`src/rtl/vga_pkg.sv`:
```
// Shared pixel types and colour constants for the bouncing-sprite pixel stage.
package vga_pkg;

  // 2 bits per channel, matching the TinyVGA PMOD.
  typedef struct packed {
    logic [1:0] r;
    logic [1:0] g;
    logic [1:0] b;
  } rgb222_t;

  localparam rgb222_t BLACK_RGB = '{r: 2'b00, g: 2'b00, b: 2'b00};
  localparam rgb222_t GRID_RGB  = '{r: 2'b01, g: 2'b01, b: 2'b01};

  // Sprite colours, stepped through on every wall hit.
  localparam rgb222_t [0:7] PALETTE = '{
    '{r: 2'b11, g: 2'b00, b: 2'b00},
    '{r: 2'b00, g: 2'b11, b: 2'b00},
    '{r: 2'b00, g: 2'b00, b: 2'b11},
    '{r: 2'b11, g: 2'b11, b: 2'b00},
    '{r: 2'b00, g: 2'b11, b: 2'b11},
    '{r: 2'b11, g: 2'b00, b: 2'b11},
    '{r: 2'b11, g: 2'b11, b: 2'b11},
    '{r: 2'b10, g: 2'b01, b: 2'b00}
  };

  // Colour lookup for a 3-bit palette index.
  function automatic rgb222_t palette_rgb(input logic [2:0] idx);
    return PALETTE[idx];
  endfunction

endpackage

```
`src/rtl/bounce_axis.sv`:
```
// One axis of sprite motion: position and direction, clamped bounce at 0 and MAX.
module bounce_axis #(
  parameter int MAX   = 608,
  parameter int START = 64
) (
  input  logic       clk_i,
  input  logic       reset_i,
  input  logic       step_en_i,
  input  logic [2:0] speed_i,
  output logic [9:0] pos_o,
  output logic       hit_o
);

  localparam logic [9:0] MAX_C   = 10'(MAX);
  localparam logic [9:0] START_C = 10'(START);

  logic [9:0]  pos_q, pos_d;
  logic        dir_q, dir_d;
  logic        hit_d;
  logic [10:0] sum;

  assign sum = {1'b0, pos_q} + {8'b0, speed_i};

  // Next position/direction for one step; hit flags a wall contact this step.
  always_comb begin
    pos_d = pos_q;
    dir_d = dir_q;
    hit_d = 1'b0;
    if (step_en_i) begin
      if (dir_q) begin
        if (sum >= {1'b0, MAX_C}) begin
          pos_d = MAX_C;
          dir_d = 1'b0;
          hit_d = 1'b1;
        end else begin
          pos_d = sum[9:0];
        end
      end else begin
        if (pos_q <= {7'b0, speed_i}) begin
          pos_d = 10'd0;
          dir_d = 1'b1;
          hit_d = 1'b1;
        end else begin
          pos_d = pos_q - {7'b0, speed_i};
        end
      end
    end else begin
      pos_d = pos_q;
    end
  end

  // Position/direction state; starts moving towards increasing coordinates.
  always_ff @(posedge clk_i) begin
    if (reset_i) begin
      pos_q <= START_C;
      dir_q <= 1'b1;
    end else begin
      pos_q <= pos_d;
      dir_q <= dir_d;
    end
  end

  assign pos_o = pos_q;
  assign hit_o = hit_d;

endmodule

```
`src/rtl/vga_bounce_sprite.sv`:
```
// Pixel stage: square sprite over a grid, bouncing once per frame, with
// RGB and sync re-registered so every PMOD output has the same 2-cycle delay.
module vga_bounce_sprite
  import vga_pkg::*;
#(
  parameter int H_ACTIVE        = 640,
  parameter int V_ACTIVE        = 480,
  parameter int SPRITE_W        = 32,
  parameter int SPRITE_H        = 32,
  parameter int START_X         = 64,
  parameter int START_Y         = 48,
  parameter int SYNC_ACTIVE_LOW = 1
) (
  input  logic       clk,
  input  logic       reset,
  input  logic       pause,
  input  logic [2:0] speed,
  input  logic [9:0] hpos,
  input  logic [9:0] vpos,
  input  logic       display_on,
  input  logic       hsync_in,
  input  logic       vsync_in,
  output logic [1:0] r_out,
  output logic [1:0] g_out,
  output logic [1:0] b_out,
  output logic       hsync_out,
  output logic       vsync_out,
  output logic       bounce
);

  localparam logic       SYNC_ON  = (SYNC_ACTIVE_LOW != 0) ? 1'b0 : 1'b1;
  localparam logic       SYNC_OFF = ~SYNC_ON;
  localparam logic [9:0] SPR_W_C  = 10'(SPRITE_W);
  localparam logic [9:0] SPR_H_C  = 10'(SPRITE_H);

  // Frame tick: first cycle of vsync assertion. vsync_q resets asserted so a
  // reset released mid-vsync cannot fake an edge.
  logic vsync_q, tick, tick_q, step_en;
  assign tick    = (vsync_in == SYNC_ON) && (vsync_q == SYNC_OFF);
  assign step_en = tick_q & ~pause & (speed != 3'd0);

  // Vsync edge detector and one-cycle delayed tick that triggers the update.
  always_ff @(posedge clk) begin
    if (reset) begin
      vsync_q <= SYNC_ON;
      tick_q  <= 1'b0;
    end else begin
      vsync_q <= vsync_in;
      tick_q  <= tick;
    end
  end

  logic [9:0] x_pos, y_pos;
  logic       hit_x, hit_y;

  bounce_axis #(.MAX(H_ACTIVE - SPRITE_W), .START(START_X)) u_axis_x (
    .clk_i(clk), .reset_i(reset), .step_en_i(step_en), .speed_i(speed),
    .pos_o(x_pos), .hit_o(hit_x)
  );

  bounce_axis #(.MAX(V_ACTIVE - SPRITE_H), .START(START_Y)) u_axis_y (
    .clk_i(clk), .reset_i(reset), .step_en_i(step_en), .speed_i(speed),
    .pos_o(y_pos), .hit_o(hit_y)
  );

  logic [2:0] col_q, col_d;
  logic       bounce_q, bounce_d;

  // Colour advance on any hit; a corner hit still advances by one.
  always_comb begin
    col_d    = col_q;
    bounce_d = 1'b0;
    if (hit_x | hit_y) begin
      col_d    = col_q + 3'd1;
      bounce_d = 1'b1;
    end else begin
      col_d    = col_q;
    end
  end

  // Colour index and bounce pulse registers.
  always_ff @(posedge clk) begin
    if (reset) begin
      col_q    <= 3'd0;
      bounce_q <= 1'b0;
    end else begin
      col_q    <= col_d;
      bounce_q <= bounce_d;
    end
  end

  // Stage 1: sprite/grid classification; wrapped differences land outside.
  logic [9:0] dx, dy;
  logic       in_spr_d;
  logic       in_spr_q, grid_q, de1_q, hs1_q, vs1_q;
  assign dx       = hpos - x_pos;
  assign dy       = vpos - y_pos;
  assign in_spr_d = display_on & (dx < SPR_W_C) & (dy < SPR_H_C);

  // Stage 1 pipeline registers.
  always_ff @(posedge clk) begin
    if (reset) begin
      in_spr_q <= 1'b0;
      grid_q   <= 1'b0;
      de1_q    <= 1'b0;
      hs1_q    <= SYNC_OFF;
      vs1_q    <= SYNC_OFF;
    end else begin
      in_spr_q <= in_spr_d;
      grid_q   <= (hpos[4:0] == 5'd0) | (vpos[4:0] == 5'd0);
      de1_q    <= display_on;
      hs1_q    <= hsync_in;
      vs1_q    <= vsync_in;
    end
  end

  // Stage 2: colour select with blanking taking priority over the sprite.
  rgb222_t rgb_d, rgb_q;
  logic    hs2_q, vs2_q;
  always_comb begin
    rgb_d = BLACK_RGB;
    if (!de1_q) begin
      rgb_d = BLACK_RGB;
    end else if (in_spr_q) begin
      rgb_d = palette_rgb(col_q);
    end else if (grid_q) begin
      rgb_d = GRID_RGB;
    end else begin
      rgb_d = BLACK_RGB;
    end
  end

  // Stage 2 output registers, aligned with the delayed sync.
  always_ff @(posedge clk) begin
    if (reset) begin
      rgb_q <= BLACK_RGB;
      hs2_q <= SYNC_OFF;
      vs2_q <= SYNC_OFF;
    end else begin
      rgb_q <= rgb_d;
      hs2_q <= hs1_q;
      vs2_q <= vs1_q;
    end
  end

  assign r_out     = rgb_q.r;
  assign g_out     = rgb_q.g;
  assign b_out     = rgb_q.b;
  assign hsync_out = hs2_q;
  assign vsync_out = vs2_q;
  assign bounce    = bounce_q;

endmodule
```
`config.mk`:
```
export PLATFORM = sky130hd
export DESIGN_NAME = vga_bounce_sprite
export DESIGN_NICKNAME = d
export VERILOG_FILES = /design/src/rtl/vga_pkg.sv /design/src/rtl/bounce_axis.sv /design/src/rtl/vga_bounce_sprite.sv
export SDC_FILE = /design/constraint.sdc
export NUM_CORES = 1
export LEC_CHECK = 0
export CAP_MARGIN = 10
export CORE_MARGIN = 10
export CORE_UTILIZATION = 30
export CTS_CLUSTER_DIAMETER = 40
export DETAILED_ROUTE_END_ITERATION = 10
export GPL_TIMING_DRIVEN = 0
export REMOVE_ABC_BUFFERS = 1
export SLEW_MARGIN = 15
export SYNTH_ARGS = -nofsm -noshare
export SYNTH_HDL_FRONTEND = slang
export SYNTH_SLANG_ARGS = --single-unit
```
`constraint.sdc`:
```
create_clock -name clk -period 8.2 [get_ports clk]
set_input_delay 1.64 -clock clk [delete_from_list [all_inputs] [get_ports clk]]
set_output_delay 1.64 -clock clk [all_outputs]
set_load 0.02 [all_outputs]
```
**Yosys cells after proc, flatten, opt, wreduce, memory -nomap -nowiden**

Memories as Yosys holds them, arrays and structs flattened.
Index checks and enable logic that the tools add are counted.

- Input bits: 29
- ROM bits: 48
- Flip-flop bits (word level): 41
- Memories: 1
- Logic and storage cells: 71

Memory list:

| name | depth | bits a word | rd ports | clocked after memory_dff | write ports | line | text |
|---|---|---|---|---|---|---|---|
| (no name shown) | 8 | 6 | 1 | 0 | 0 | vga_pkg.sv:28 | `return PALETTE[idx];` |

- Multiplexer cells: 23
- Order comparisons: 7
- Reduce and logical (&&, ||, !) cells: 5
- Bitwise logic cells: 10
- Add/subtract/negate cells: 7

Operators by type and width:

| operator | number |
|---|---|
| 10-bit 2-to-1 mux | 6 |
| 10-bit by 3-bit adder with 11-bit output | 2 |
| 10-bit by 3-bit less-or-equal comparator with 1-bit output | 2 |
| 10-bit by 6-bit < comparator with 1-bit output (second input constant) | 2 |
| 10-bit subtractor | 2 |
| 10-bit by 3-bit subtractor with 10-bit output | 2 |
| 6-bit 2-to-1 mux | 3 |
| 1-bit 2-to-1 mux | 13 |
| 11-bit by 10-bit greater-or-equal comparator with 1-bit output (second input constant) | 1 |
| 11-bit by 9-bit greater-or-equal comparator with 1-bit output (second input constant) | 1 |
| 5-bit logical NOT | 2 |
| 5-bit 2-to-1 mux | 1 |
| 1-bit bitwise AND | 4 |
| 4-bit greater-or-equal comparator (second input constant) | 1 |
| 3-bit inverter with 4-bit output | 1 |
| 3-bit by 1-bit adder with 3-bit output (second input constant) | 1 |
| 1-bit inverter | 3 |
| 3-bit nonzero test | 1 |
| 1-bit bitwise OR | 2 |
| 2-bit OR reduction | 1 |
| 1-bit logical AND | 1 |

**Depth between registers and ports, before layout**

Gate-level depths: netlist of the first run.

- Depth after elaboration: 7
- Depth in mapped cells: 13
- Depth with buffers taken out: 12

**Cells and area by module**

Synthesis of the first run repeated with hierarchy kept, for this count alone.

- Cell total of the unflattened synthesis: 462
- Area, all modules: 3802.4 um^2

By module, submodules not included:

| module | area an instance (um^2) | cells each | sequential area each (um^2) | times used |
|---|---|---|---|---|
| vga_bounce_sprite | 1453.9 | 170 | 380.4 | 1 |
| bounce_axis at u_axis_x | 1174.9 | 146 | 220.2 | 1 |
| bounce_axis at u_axis_y | 1173.6 | 146 | 220.2 | 1 |

**Worst setup path before layout of the first run**

OpenSTA, ideal clock, no wires.

- Path kind: in2reg
- Start: input speed[0]
- End: register col_q[2]
- Data arrival time: 3.814 ns
- Library setup time: 0.070 ns
- Buffers on the path: 1
- Stages on the path: 11
- Data required time: 8.130 ns
- Slack: 4.316 ns
- Cell sequence: ha_1 -> fa_1 -> nor2b_1 -> o2111a_1 -> a31o_2 -> a211oi_1 -> o211a_1 -> buf_4 -> o32ai_4 -> a21o_2 -> a21oi_1

- Cells in the longest elaborated chain, start to end: 6

Ends and longest elaborated chain:

| item | line | text |
|---|---|---|
| start, declared | vga_bounce_sprite.sv:17 | `input logic [2:0] speed,` |
| 10-bit by 3-bit adder with 11-bit output | bounce_axis.sv:22 | `assign sum = {1'b0, pos_q} + {8'b0, speed_i};` |
| 11-bit by 10-bit greater-or-equal comparator with 1-bit output or 11-bit by 9-bit greater-or-equal comparator with 1-bit output (tied branches) | bounce_axis.sv:31 | `if (sum >= {1'b0, MAX_C}) begin` |
| 1-bit 2-to-1 mux | bounce_axis.sv:31 |  |
| 1-bit 2-to-1 mux | bounce_axis.sv:30 | `if (dir_q) begin` |
| 1-bit 2-to-1 mux | bounce_axis.sv:29 | `if (step_en_i) begin` |
| 1-bit bitwise OR * | vga_bounce_sprite.sv:73 | `if (hit_x \| hit_y) begin` |
| end signal, assigned | vga_bounce_sprite.sv:87 | `col_q <= col_d;` |
| end, declared | vga_bounce_sprite.sv:66 | `logic [2:0] col_q, col_d;` |

Mark *: on every way between the ends. The rest lies on a longest branch, timed or not.
A chain may end at the register's enable or synchronous reset.

**Worst setup path after layout of the first run**

- Start: input speed[1]
- End: register col_q[2]

Same word-level chain as after synthesis.

==> metrics.md, run 1 <==
| Metric | Value |
|---|---|
| Critical Path RT | 8420 ps |
| Max incr delay on CP | 730 ps |
| CP max FO | 9 |
| Most frequent cell after synthesis | dfxtp_1 |
| GRT Overall Usage | 11.5% |
| Final setup fails | 0 |
| Largest area contributor in the netlist | dfxtp_1 |
| Reg-to-reg endpoint | col_q[2] |
| Comb pwr share | 17.3% |
| HPWL Detailed | 7.00 mm |
| Slew of the pin with the lowest slew margin | 713 ps |
| Netlist cell types | 66 |
| Gates resized, CTS repair | 0 |
| Hold Worst Slack | 414 ps |
| Final critical-path required period | 4840 ps |
| Number of global-route vias before repair | 2,999 |
| Row cnt | 38 |
| Crit path arrival time | 5060 ps |
| Top post-synthesis cells by area | dfxtp_1 25%, ha_1 13%, a21oi_1 5.2%, inv_1 4.0%, o21ai_0 3.6% |
| Drt pass-1 iters | 4 |
| Synth top cells by count | 41 x dfxtp_1, 35 x inv_1, 34 x a21oi_1 |
| CTS tree | yes |
| Layout area overhead | 17.3% |
| Die height | 125 um |
| Async SR Flop Fraction | 0% |
| Worst r2r path cells | 10 |
| Hold Crit Class | reg -> reg |
| Status | finished, final reports clean |
| Port bufs | 37 |
| WP buf/inv | 2 |
| Slew headroom | 52.5% |
| P_leak | 1.44 nW |
| R2r setup slk | 5160 ps |
| Clk pwr share | 34.5% |
| Switch share | 28.8% |
| Total Nets Final | 509 |
| Fmax achieved | 207 MHz |
| First-pass GRT wire length | 15.4 mm |
| Die X | 125 um |
| Post-synth EDFFs | 0 |
| Post-Syn Area | 3300 um2 |
| Clock root buffer | clkbuf_8 |
| Seq/Total Area, Yosys | 24.9% |
| Hold Buf Count CTS | 0 |
| Diodes inserted | 0 |
| Slew Viols, Final | 0 |
| Hold path cells | 1 |
| YS warnings | 0 |
| Number of max-cap violations | 0 |
| Reg power frac | 48.2% |
| Crit path max-delay family | compound AO/OA/AOI/OAI gates |
| Worst-path clk slew | 90 ps |
| Final WS setup | 3360 ps |
| Yosys top cell area share | 24.9% |
| H-tree Lvls | 2 |
| Clock skew | 8.65 ps |
| GP Congestion | 0.899 |
| Postcts setup bufs | 0 |
| Die area | 15,600 um2 |
| Initial Util | 30.6% |
| Hold_sp | vs1_q |
| FF-to-FF Start | u_axis_x.pos_o[0] |
| DRT antenna net count | 0 |
| Crit end category | flip-flop |
| Core area | 10,800 um2 |
| Pwr Density | 110 nW/um2 |
| Cell count after synthesis | 418 |
| P_int | 0.304 mW |
| Startpoint Class | input port |
| Total vias in the final route | 3,112 |
| Initial antenna violation count | 0 |
| Most used flip-flop cell after synthesis | dfxtp_1 |
| P_sw | 0.123 mW |
| Routed wire length | 9.31 mm |
| Clk sink count | 41 |
| Largest net degree at the start of global routing | 37 |
| Hold EP | vsync_out |
| VDD IR max | 0.0703 mV |
| Syn_area_per_cell | 7.90 um2 |
| Final Hold Viols | 0 |
| Fin crit share | 59.0% |
| Total global routing overflow | 0 |
| Setup TNS | 0 ps |
| Number of synthesized register bits | 41 |
| DR vias/cell | 5.33 |
| DP Worst Slack | 3060 ps |
| RSZ-0062 raised after global routing | no |
| Longest Clk Path Bufs | 2 |
| I/O pin count | 38 |
| Layout cell share with drive strength beyond 1 | 5.41% |
| DR DRC count | 0 |
| Clock Latency Late Sink | 300 ps |
| Crit Path Class | in -> reg |
| CP max-delay cell | clkdlybuf4s50_1 |
| Critical-path cell list | clkdlybuf4s50_1, inv_1, ha_1, nor2b_1, o311a_1, a211o_1, a211oi_1, o211a_1, o32ai_4, a21o_2, a21oi_1 |
| Avg WL per Cell | 15.9 um |
| Initial drt markers | 181 |
| CTS Buf Count | 5 |
-- cell type report --
type                       count  area [um2]
clock buffer                   6        82.6
inverter                      35         131
timing repair buffer          38         380
tap                          140         175
clock inverter                 2        13.8
multi-input combinational    322        2270
fill                        1145        6920
sequential                    41         821
-- through the flow --
| step | cell area, um2 | util [%] | power [mW] | instances |
|---|---|---|---|---|
| 2_1_floorplan | 3210 | - | 0.251 | 398 |
| 3_3_place_gp | 3760 | 34.8 | 0.282 | 575 |
| 3_5_place_dp | 3780 | 35.0 | 0.285 | 576 |
| 4_1_cts | 3870 | 35.9 | 0.434 | 584 |
| 5_1_grt | 3870 | 35.9 | 0.450 | 584 |
| 6_report | 3870 | 35.9 | 0.428 | 584 |
-- worst max path at each step --
stage	startpoint	endpoint	slack [ps]	cells after the start
4_1_cts	speed[1]	col_q[2]	3380	11
3_3_place_gp	speed[1]	col_q[2]	3100	11
3_5_place_dp	speed[1]	col_q[2]	3060	11
2_1_floorplan	speed[0]	col_q[2]	4240	10
6_report	speed[1]	col_q[2]	3360	11
5_1_grt	speed[1]	col_q[2]	3170	11
-- flip-flops by register name (all words and copies together) (netlist names), 2 cells and up --
name / count
r_out: 2
col_q: 3
b_out: 2
u_axis_y.pos_o: 10
u_axis_x.pos_o: 10
g_out: 2
-- power by group through the flow --
stage          Sequential [mW]  Combinational [mW]  Clock, mW
2_1_floorplan            0.210              0.0409          0
3_3_place_gp             0.211              0.0714          0
3_5_place_dp             0.211              0.0738          0
4_1_cts                  0.206              0.0744      0.154
5_1_grt                  0.207              0.0827      0.161
6_report                 0.206              0.0741      0.148
-- kinds of logic after synthesis --
group | count (synthesis) | share of synthesized area, %
flops | 41 | 24.9
xor+xnor | 13 | 3.45
buf+inv | 55 | 6.71
fa+ha+maj | 37 | 14.9
compound gates | 134 | 28.9
mux | 2 | 0.606
simple gates | 136 | 20.5
-- cells in the final DEF (no fill, tap or decap), drive strengths merged, types with 3 or more instances in the layout --
cell and n:
inv 35, or3 3, o21ai 25, xor2 5
nor2b 6, xnor2 8, a22oi 3, nand4 3
dfxtp 41, and3 5, nand2 32, a211oi 7
nand3 13, nor3 15, and2 3, nand2b 9
clkdlybuf4s50 36, o211ai 8, a221oi 5, a31oi 5
a21o 8, ha 33, fa 4, or4 4
a211o 5, nor2 31, or2 5, o31ai 4
clkbuf 6, o21bai 4, a21oi 34
-- layer usage --
layer  vias to the layer above  GRT usage (%)  wire length [um]
met5                         -              0                 0
met4                         0           2.64                76
met3                         4           2.68               447
met2                        58           19.0              4420
met1                      1480           14.8              4370
li1                       1570              -                 -
Power figures use the tool's default switching activity.
==> run 2: changes to the inputs <==
==> constraint.sdc (replaced) <==
create_clock -name clk -period 4.95 [get_ports clk]
set_input_delay 0.99 -clock clk [delete_from_list [all_inputs] [get_ports clk]]
set_output_delay 0.99 -clock clk [all_outputs]
set_load 0.02 [all_outputs]
==> results of run 2 <==
Same layout as run 1 (identical final DEF). Status: finished, final reports clean.
Among the figures that moved: setup slack after placement 3060 ps -> 463 ps; setup slack after layout 3360 ps -> 763 ps; register-to-register setup slack 5160 ps -> 1910 ps; total power 0.428 mW -> 0.709 mW; worst IR drop on VDD 0.0703 mV -> 0.117 mV
